$ cat src/rtl/psum_drain.sv
// Drain stage below a PE-column accumulator: counts accumulation steps, captures
// the finished partial sum into a small FIFO and streams it out via valid/ready.
module psum_drain #(
    parameter int WIDTH = 24,
    parameter int DEPTH = 4,
    parameter int CNTW  = 8
) (
    input  logic                         clk,
    input  logic                         rst,
    input  logic                         i_en,
    input  logic                         i_clr,
    input  logic [CNTW-1:0]              i_len,
    input  logic signed [WIDTH-1:0]      i_data,
    output logic                         o_valid,
    input  logic                         i_ready,
    output logic signed [WIDTH-1:0]      o_data,
    output logic [$clog2(DEPTH+1)-1:0]   o_cnt,
    output logic                         o_full,
    output logic                         o_empty,
    output logic                         o_ovf
);

    localparam int PTRW = $clog2(DEPTH);
    localparam int CW   = $clog2(DEPTH+1);

    logic [CNTW-1:0]  k_q, k_d;
    logic [CNTW-1:0]  len_m1;
    logic             cap_pend_q, cap_pend_d;
    logic [PTRW-1:0]  wr_ptr_q, wr_ptr_d;
    logic [PTRW-1:0]  rd_ptr_q, rd_ptr_d;
    logic [CW-1:0]    cnt_q, cnt_d;
    logic             ovf_q, ovf_d;
    logic [WIDTH-1:0] mem_q [DEPTH];
    logic [WIDTH-1:0] mem_d [DEPTH];

    logic             fifo_full;
    logic             fifo_empty;
    logic             pop;
    logic             push_ok;
    logic             push_drop;

    // Step counter: clear wins over enable, mirroring the accumulator. Using >=
    // lets a shortened i_len mid-tile capture on the very next enabled step.
    always_comb begin
        len_m1     = (i_len == '0) ? '0 : i_len - CNTW'(1);
        k_d        = k_q;
        cap_pend_d = 1'b0;
        if (i_clr) begin
            k_d = '0;
        end else if (i_en) begin
            if (k_q >= len_m1) begin
                k_d        = '0;
                cap_pend_d = 1'b1;
            end else begin
                k_d = k_q + CNTW'(1);
            end
        end
    end

    assign fifo_full  = (cnt_q == CW'(DEPTH));
    assign fifo_empty = (cnt_q == '0);
    assign pop        = !fifo_empty && i_ready;
    assign push_ok    = cap_pend_q && (!fifo_full || pop);
    assign push_drop  = cap_pend_q && fifo_full && !pop;

    always_comb begin
        wr_ptr_d = push_ok ? wr_ptr_q + PTRW'(1) : wr_ptr_q;
        rd_ptr_d = pop     ? rd_ptr_q + PTRW'(1) : rd_ptr_q;
        ovf_d    = ovf_q | push_drop;
        cnt_d    = cnt_q;
        case ({push_ok, pop})
            2'b10:   cnt_d = cnt_q + CW'(1);
            2'b01:   cnt_d = cnt_q - CW'(1);
            default: cnt_d = cnt_q;
        endcase
    end

    always_comb begin
        for (int i = 0; i < DEPTH; i++) begin
            mem_d[i] = mem_q[i];
        end
        if (push_ok) begin
            mem_d[wr_ptr_q] = i_data;
        end
    end

    // Storage carries no reset; the empty gate on o_data hides stale entries.
    always_ff @(posedge clk) begin
        for (int i = 0; i < DEPTH; i++) begin
            mem_q[i] <= mem_d[i];
        end
    end

    always_ff @(posedge clk) begin
        if (rst) begin
            k_q        <= '0;
            cap_pend_q <= 1'b0;
            wr_ptr_q   <= '0;
            rd_ptr_q   <= '0;
            cnt_q      <= '0;
            ovf_q      <= 1'b0;
        end else begin
            k_q        <= k_d;
            cap_pend_q <= cap_pend_d;
            wr_ptr_q   <= wr_ptr_d;
            rd_ptr_q   <= rd_ptr_d;
            cnt_q      <= cnt_d;
            ovf_q      <= ovf_d;
        end
    end

    assign o_valid = !fifo_empty;
    assign o_data  = fifo_empty ? '0 : mem_q[rd_ptr_q];
    assign o_cnt   = cnt_q;
    assign o_full  = fifo_full;
    assign o_empty = fifo_empty;
    assign o_ovf   = ovf_q;

endmodule

$ cat config.mk
export PLATFORM = sky130hd
export DESIGN_NAME = psum_drain
export DESIGN_NICKNAME = d
export VERILOG_FILES = /design/src/rtl/psum_drain.sv
export SDC_FILE = /design/constraint.sdc
export NUM_CORES = 1
export LEC_CHECK = 0
export ABC_AREA = 1
export CELL_PAD_IN_SITES_DETAIL_PLACEMENT = 2
export CELL_PAD_IN_SITES_GLOBAL_PLACEMENT = 2
export CORE_ASPECT_RATIO = 1.5
export CORE_MARGIN = 1.5
export CORE_UTILIZATION = 38
export DETAILED_ROUTE_END_ITERATION = 8
export PLACE_DENSITY_LB_ADDON = 0.1
export SLEW_MARGIN = 20
export SYNTH_ARGS = -nofsm -noshare
export SYNTH_HDL_FRONTEND = slang
export SYNTH_SLANG_ARGS = --single-unit
$ cat constraint.sdc
create_clock -name clk -period 6.22 [get_ports clk]
set_input_delay 0.622 -clock clk [delete_from_list [all_inputs] [get_ports clk]]
set_output_delay 0.622 -clock clk [all_outputs]
set_load 0.005 [all_outputs]
# Word level (Yosys, flattened, before mapping)
# Memories as Yosys holds them, arrays and structs flattened. A register that Yosys moved wholly into a read port is not among the register bits.
# Cells that the tools add are included.
dict set report word_totals {
  regBits 17
  latch_bits 0
  ram_bits 96
  romBits 0
  in_bits 37
  output_inout_bits 31
  wordCells 47
  memories 1
}
dict set report op_classes {
  add_sub_neg 6
  n_mul 0
  div 0
  n_lt_le_gt_ge 3
  eq_ne 3
  shift 0
  muxes 11
  bitwise 3
  n_reduce_logical 14
}
# name depth width rd rd_clocked_by_memory_dff wr line_no
set mem_list {}
lappend mem_list {mem_q 4 24 5 1 4 33} ;# logic [WIDTH-1:0] mem_q [DEPTH];
# op n
set ops {}
lappend ops {{96-bit bitwise mux} 1}
lappend ops {{96-bit two-way mux} 1}
lappend ops {{24-bit demux with 2-bit select} 1}
lappend ops {{24-bit two-way mux} 2}
lappend ops {{8-bit two-way mux} 2}
lappend ops {{8-bit by 1-bit adder with 8-bit output (second input constant)} 1}
lappend ops {{8-bit greater-or-equal comparator} 1}
lappend ops {{8-bit logical NOT} 1}
lappend ops {{8-bit by 1-bit subtractor with 8-bit output (second input constant)} 1}
lappend ops {{3-bit case mux with 2 select lines} 1}
lappend ops {{1-bit logical AND} 5}
lappend ops {{2-bit by 1-bit adder with 2-bit output (second input constant)} 2}
lappend ops {{2-bit two-way mux} 2}
lappend ops {{3-bit by 1-bit adder with 3-bit output (second input constant)} 1}
lappend ops {{3-bit == test (second input constant)} 1}
lappend ops {{3-bit greater-or-equal comparator (second input constant)} 1}
lappend ops {{1-bit logical NOT} 3}
lappend ops {{3-bit logical NOT} 1}
lappend ops {{3-bit by 1-bit less-than comparator with 1-bit output (second input constant)} 1}
lappend ops {{2-bit NOT with 3-bit output} 1}
lappend ops {{3-bit OR reduction} 1}
lappend ops {{3-bit by 1-bit subtractor with 3-bit output (second input constant)} 1}
lappend ops {{2-bit by 1-bit == test with 1-bit output (second input constant)} 1}
lappend ops {{2-bit == test (second input constant)} 1}
lappend ops {{6 further kinds} 6}

# Depth between registers and ports, before layout
# Gate-level depths: netlist of the first run.
dict set report depth {
  word_depth 7
  mapped_depth 18
}

# Least setup slack after synthesis of the first run
# No wires, ideal clock.
dict set report synth_timing {
  path_kind {in2reg}
  start {in i_len[0]}
  end {reg k_q[0]}
  arrival_time_ns 2.291
  t_required_ns 6.100
  setup_slack_ns 3.809
  cell_stages 17
  cell_sequence {inv_1 -> ha_1 -> nand2_1 -> inv_1 -> nand4_1 -> inv_1 -> or2_2 -> ha_1 -> nand2_1 -> nor2_1 -> nor2_1 -> nand2_1 -> nand2_1 -> nand2_1 -> nand2_1 -> nand2_1 -> nor2_1}
}
dict set report synth_between {
  elab_chain_len 4
  elab_cells_between_ends 5
  classes_between {add/sub (1); order compare (1); mux (2); reduce/logical (1)}
}
# element line_no
set synth_rtl {}
lappend synth_rtl {{start, declared} 12} ;# input logic [CNTW-1:0] i_len,
lappend synth_rtl {{8-bit by 1-bit subtractor with 8-bit output / 8-bit logical NOT (equally long branches)} 45} ;# len_m1 = (i_len == '0) ? '0 : i_len - CNTW'(1);
lappend synth_rtl {{8-bit two-way mux (*)} 45}
lappend synth_rtl {{8-bit greater-or-equal comparator (*)} 51} ;# if (k_q >= len_m1) begin
lappend synth_rtl {{8-bit two-way mux (*)} 51}
lappend synth_rtl {{end signal, assigned} 103} ;# k_q <= k_d;
lappend synth_rtl {{end, declared} 26} ;# logic [CNTW-1:0] k_q, k_d;
# Mark *: on every way between the ends. The rest lies on a longest branch, timed or not.
# A chain may end at the register's enable or synchronous reset.

==> summary.md, run 1 <==
For this run, the detailed router's first-pass iteration total came to 4. Buffers added to address setup during post-CTS repair amount to 0. The synthesis-to-layout area growth came out at 27.45%. The run gives 0 as the post-CTS resize count.

In this run, synthesis inferred 96 flip-flops with an integrated enable. The reported leakage power was 0.002324 uW; the share of synthesized registers carrying an async set or reset was 0. Number of different library cells in the post-synthesis netlist: 32.

The die covers 13830 um2. The initial antenna violation count was 0; the areal power density over the cells was 313.9 nW/um2. After detailed routing, the number of remaining DRC violations is 0.

In this run the tool buffered the top-level ports with 67 buffer cells. The utilization after layout is 0.4930, and the accumulated negative setup slack is 0 ns. Across the whole layout, storage elements account for 3264 um2.

Wire segments on met2 add up to 7.898 mm in the final route. For the worst setup path, the data required time is 5.60 ns. The number of H-tree levels was 4; the net count reported at finish was 592. The routed design could run at a clock period as short as 3.645 ns. By count the netlist is led by nor2_1 (122), edfxtp_1 (96), o21ai_0 (41). The number of standard-cell rows in the floorplan is 51, and the mean number of vias per cell is 5.134.

The number of antenna diodes in the final layout is 0. The setup-violating endpoint count in the final report is 0. The first global-routing pass estimated 21.74 mm of wire. After detailed routing, the total wire length is 13.94 mm. The fraction of layout instances using a drive strength above 1 was 0.09601; the detailed-routing wirelength on met1 was 5.308 mm. Setup repair after global routing left no endpoint under its margin. The worst setup path is captured at an output port.

Entering global routing, the biggest net connects 50 pins. The placed wire-length estimate is 8.692 mm. The most common cell in the synthesized netlist is nor2_1.

The register area share after synthesis was 0.6545. STA classifies the critical path startpoint as a flip-flop. Overall fraction of global-route tracks in use: 0.2188.

In this run, synthesis produced a sequential element count of 115. The tools report the clock insertion delay at the later pin of the skew report as 0.41 ns. The final number of hold-violating endpoints came out at 0.

The run gives 0.3868 as the starting density of the core. The synthesized net count was 519; the routed length on met3 was 480 um. The tool flagged a number of max-cap violations equal to 0. The floorplan step set the die width to 96.53 um.

The worst IR drop on VDD was 0.1728 mV. After detailed routing, the average wire length per cell comes to 19.60 um. For this design, the sink count on the clock tree is 115. The number of max-slew violations in the final report is 0, and the cell count after synthesis is 466. The tree is rooted in a clkbuf_16. TritonCTS built the clock tree. Summing every instance area after synthesis gives 4986 um2. By area the synthesized netlist is led by edfxtp_1 (58%), nor2_1 (9.2%), dfxtp_1 (7.6%). The number of buffers added by the clock tree synthesis step is 17, and the count of filler cells inserted in the layout is 1317. The share of the synthesized area in the top cell type is 0.5782. The tools report the number of top-level pins as 68. edfxtp_1 takes more of the synthesized area than any other cell. For this design, the CTS-stage hold fixing added 0 buffers. The clock passes through at most 2 buffers. Timing would allow up to 274.4 MHz. The critical path class is reg -> out. The tightest min-delay check is of the reg -> reg type.

The floorplan step defined a core boundary enclosing 12890 um2. The die is 143.3 um tall. Summing over every cut layer, the via total after detailed routing is 3650.

The part of the cycle the worst path needs came out at 0.5860. At the end of routability-driven placement, the weighted congestion stood at 0.6752. The flow ran to the end, and the final reports show no timing, DRC or antenna violations. In this run the worst path has a maximum fanout of 49. For this block, the initial DRC count from the detailed router was 102. Signal routing reaches up to met4.

The tools report the post-route clock skew as 0.01014 ns. The detail route stage leaves a number of antenna-violating nets equal to 0. Summing all multi-input logic gate instances after layout gives 1501 um2. Number of global-route vias before repair: 4132.

The worst-case headroom to the max-slew limit was 0.3563; the transition time of the tightest slew-check pin was 0.9655 ns. Among all flip-flop cells after synthesis, the most frequent one is edfxtp_1. The design draws 1995 uW.

The clock transition at the register clock pins on the worst setup and hold paths after CTS works out to 0.05 ns. Total grt overflow: 0. After synthesis, the mean cell area works out to 10.70 um2. The run gives 3.02 ns as the arrival time reported for the critical path endpoint. Yosys printed 0 warnings.
power breakdown:
group	leakage, uW	switching [uW]	internal, uW	total [uW]
Sequential	0.00102	21.4	839	861
Combinational	0.00104	124	114	238
Clock	0.000266	342	554	895
layer usage:
metal / up-vias / GRT usage
met1: 1836 / 0.2303
li1: 1727 / -
met4: 0 / 0.08772
met5: - / 0
met2: 70 / 0.4085
met3: 17 / 0.04868
worst paths after layout:
| check | start | to | slack [ns] | cells after the start |
|---|---|---|---|---|
| setup reg to reg | o_cnt[2] | o_cnt[2] | 4.02 | 11 |
| hold / removal | o_ovf | o_ovf | 0.45 | 2 |
| hold reg to reg | o_ovf | o_ovf | 0.45 | 2 |
| setup / recovery | flip-flop | o_data[6] | 2.58 | 4 |
stage by stage:
stage | cells | area [um2] | hold slack [ns] | setup WS (ns)
floorplan | 466 | 4986 | 0.4466 | 3.809
global placement | 679 | 5816 | 0.4408 | 3.096
detailed placement | 679 | 5816 | 0.4510 | 2.966
CTS | 711 | 6355 | 0.4616 | 2.461
global route | 711 | 6355 | 0.4909 | 2.308
finish | 711 | 6355 | 0.4536 | 2.575
critical path, stage by stage (launching register included):
cell and delay (ns):
dfxtp_2 0.96, inv_2 0.59, o21ai_0 0.42, a21oi_1 0.12
clkdlybuf4s50_1 0.49
cell type report:
| cell class | count | share of cell area |
|---|---|---|
| sequential | 115 | 0.5137 |
| multi-input combinational | 296 | 0.2363 |
| timing repair buffer | 73 | 0.1126 |
| clock buffer | 21 | 0.07088 |
| tap | 159 | 0.03131 |
| inverter | 36 | 0.02126 |
| clock inverter | 11 | 0.01398 |
sequential cells by signal (all words and copies together) (netlist names), named ones only:
register,flops
cap_pend_q,1
k_q,8
mem_q,96
o_cnt,3
o_ovf,1
rd_ptr_q,2
wr_ptr_q,2
cell families after synthesis:
family                     synth area share
DFF                                  0.6545
muxes                              0.002008
and+or+nand+nor                      0.1556
xor gates and xnor gates            0.01054
AOI/OAI and AO/OA                   0.08934
adders and majority gates           0.04166
buffers and inverters               0.04642
layout by cell type, fill, tap and decap left out, drive strengths merged:
cell	netlist	layout
a211oi	1	1
a21o	1	1
a21oi	33	33
buf	12	6
bufinv	0	1
clkbuf	7	21
clkdlybuf4s50	0	67
clkinv	0	8
clkinvlp	0	2
dfxtp	19	19
edfxtp	96	96
fa	1	1
ha	15	15
inv	36	36
mux2i	1	1
nand2	42	42
nand3	8	8
nand4	2	2
nor2	124	124
nor3	4	4
nor3b	3	3
o21a	2	2
o21ai	50	50
or2	3	3
xnor2	3	3
xor2	3	3
Note: power is estimated with default switching activity, not from simulation.
==> inputs of run 2 (changes only) <==
Settings changed: CORE_UTILIZATION 38 to 32.
Clock period 6.22 ns to 3.2 ns, I/O delays scaled along.
==> run 2 against run 1 <==
Net effect:
- clock skew is 0.00053 ns higher
- utilization is 6.8 points lower
- highest routed layer unchanged
- largest power group unchanged
- non-clock buffer count is 1 higher
- flip-flop and latch count stayed put
- critical endpoint is now o_data[15]
==> summary.md, run 2 (synthesis results as in run 1) <==
The run finished with clean final reports. The tools report the required arrival time at the worst endpoint as 2.88 ns. The delay contributed by the slowest stage of the critical path was 0.53 ns; the number of buffers on the longest clock path was 2. The count of filler cells inserted in the layout is 1623, and the horizontal die dimension is 104.9 um. The setup path with the least slack is of type reg -> out. The overall fraction of global-route tracks in use was 0.1707; the number of top-level pins was 68. The fraction of layout instances using a drive strength above 1 is 0.09946. The cts-stage hold buffer count is 0.

The signal on the critical path passes through buf_4 > nor2_1 > nor2_1 > o21ai_1 > a21oi_1 > clkdlybuf4s50_1. The final number of hold-violating endpoints is 0, and the accumulated negative setup slack is 0 ns. Measured in cells, the most critical reg-to-reg path has a length of 11. For the placed wire-length estimate, the log shows 8.392 mm.

Number of buffers inserted by port buffering: 67. The starting density of the core is 0.3293. The worst hold-check path type was reg -> reg. The tools report the startpoint of the most critical register-to-register path as o_cnt[2]. The most used cell along the critical path is nor2_1.

Dividing the detail-routed wire length by the instance count gives 17.35 um. For this run, design rule violations remaining after detail routing come to 0. The top fanout value on the critical path works out to 48. The transition time of the tightest slew-check pin was 0.9230 ns; the post-CTS resize count was 0. In the final layout, the multi-input gates occupy 1501 um2.

CTS saw 115 sinks. Register bank with the most flops: mem_q. The post-CTS setup buffer count is 0, and the routed length on met3 is 436 um.

Leaving out fill and tap cells, the most frequent cell in the layout is nor2_1. The number of H-tree levels was 4. Worst hold slack: 0.4662 ns. On the final layout, the worst clock skew is 0.01066 ns. The areal power density over the cells was 606.2 nW/um2; the number of DRC markers in iteration 0 was 116. The total design power came out at 3902 uW. TritonCTS built the clock tree. For the number of buffers added by the clock tree synthesis step, the log shows 17.

STA classifies the critical path startpoint as a flip-flop. The count of non-filler cells in the finished layout was 752. The worst hold endpoint is o_ovf. After clock tree synthesis, the clock-pin slew on the worst setup and hold paths is 0.06 ns. The tools report the capturing point of the worst reg2reg path as o_cnt[2]. For this run the aggregate overflow at the end of global routing stands at 0.

The vertical extent of the die works out to 155.9 um. The tools report the initial antenna violation count as 0. The region available for standard cell placement spans 15140 um2. The sequential cells in the finished layout cover a total of 3264 um2. The logs give 0.3307 mV for the worst IR drop on VDD and 4.874 mm for the detailed-routing wirelength on met1. The logs give 720 for the count of placed standard cells including taps and 0 for the max capacitance violation total. The tools report the number of antenna cells inserted as 0. After the last flow step, the layout net total stands at 593. The die covers 16350 um2.

The number of flip-flops in the largest register was 96; the part of the cycle the worst path needs was 0.8352. The congestion estimate from routability-driven global placement came to 0.6885. The setup-violating endpoint count in the final report is 0, and the worst-case headroom to the max-slew limit is 0.3840. Timing would allow up to 374.2 MHz.

The detail route stage leaves a number of antenna-violating nets equal to 0. Setup repair after global routing left no endpoint under its margin. The clock period could shrink to 2.673 ns. The worst setup path is captured at an output port. The final route contains 3653 vias. The logs give 0 for the number of max-slew violations in the final report and 7.529 mm for the wire length on met2. For the number of global-route vias before repair, the log shows 4206. Entering global routing, the biggest net connects 49 pins. On the critical path, the stage with the largest delay is an instance of clkdlybuf4s50_1.

The library cells used most frequently in the layout, excluding fill and tap cells, are nor2_1 (118), edfxtp_1 (96), clkdlybuf4s50_1 (67), o21ai_0 (41), nand2_1 (39). In this run the clock root is driven by a clkbuf_16. The number of iterations in the first detailed-routing pass came out at 4.

The final routed wirelength across all metal layers came out at 13.05 mm. After detailed routing, the number of vias per cell comes to 4.858. The first global-routing pass estimated 21.07 mm of wire.

For the worst setup path, the data arrival time is 2.35 ns. The register-to-register setup slack came out at 0.99 ns. The floorplan has 55 rows. Source of the worst hold timing path: o_ovf. The count of cells along the worst hold path was 2; the synthesis-to-layout area growth was 29.11%. The clock insertion delay at the later pin of the skew report is 0.41 ns. In this run the static leakage power is 0.002350 uW. The highest metal layer carrying signal wires in the routed design is met4.
## run 2: cell count changes in the layout (fill, tap and decap cells not counted), moves of 2 or more
cell        delta
clkinv_2       -5
inv_4          +5
clkbuf_16      +2
clkinvlp_4     -2
## run 2: worst max-delay path, delay by kind of cell (launching register included)
kind | cells | cell delay, ns
AO/OA/AOI/OAI | 2 | 0.32
buffers and inverters | 2 | 0.99
flip-flops | 1 | 0.33
AND/OR/NAND/NOR | 2 | 0.27
## run 2: metrics by stage
| step | cell area (um2) | utilization | worst slack [ns] |
|---|---|---|---|
| after floorplan | 4986 | - | 1.076 |
| after global placement | 5873 | 0.3879 | 0.3461 |
| after detailed placement | 5873 | 0.3879 | 0.2645 |
| after CTS | 6437 | 0.4252 | 0.4742 |
| after global routing | 6437 | 0.4252 | 0.3562 |
| final | 6437 | 0.4252 | 0.5274 |
## run 2: report_power, final
part	total, uW	leakage, uW	switching [uW]	internal (uW)
registers	1640	0.00102	13.5	1630
logic	485	0.00105	262	223
clock network	1770	0.000287	668	1110
## run 2: routing by layer
| metal | up-vias | global-route usage |
|---|---|---|
| li1 | 1732 | - |
| met2 | 60 | 0.3414 |
| met5 | - | 0 |
| met1 | 1843 | 0.1648 |
| met4 | 0 | 0.05675 |
| met3 | 18 | 0.04678 |
## run 2: worst max-delay path by stage
| stage | start | end | cells after the start |
|---|---|---|---|
| 3_3_place_gp | i_len[0] | k_q[7] | 18 |
| 2_1_floorplan | o_cnt[0] | mem_q[0][0] | 4 |
| 3_5_place_dp | i_len[0] | k_q[2] | 18 |
| 6_report | flip-flop | o_data[15] | 6 |
| 5_1_grt | flip-flop | o_data[15] | 6 |
| 4_1_cts | flip-flop | o_data[15] | 6 |
## run 2: final cells by class
type	instances	share of cell area
well taps	199	0.03868
clock inverters	10	0.01050
flip-flops and latches	115	0.5071
inverters	36	0.02099
repair buffers	74	0.1123
clock buffers	22	0.07716
multi-input cells	296	0.2332
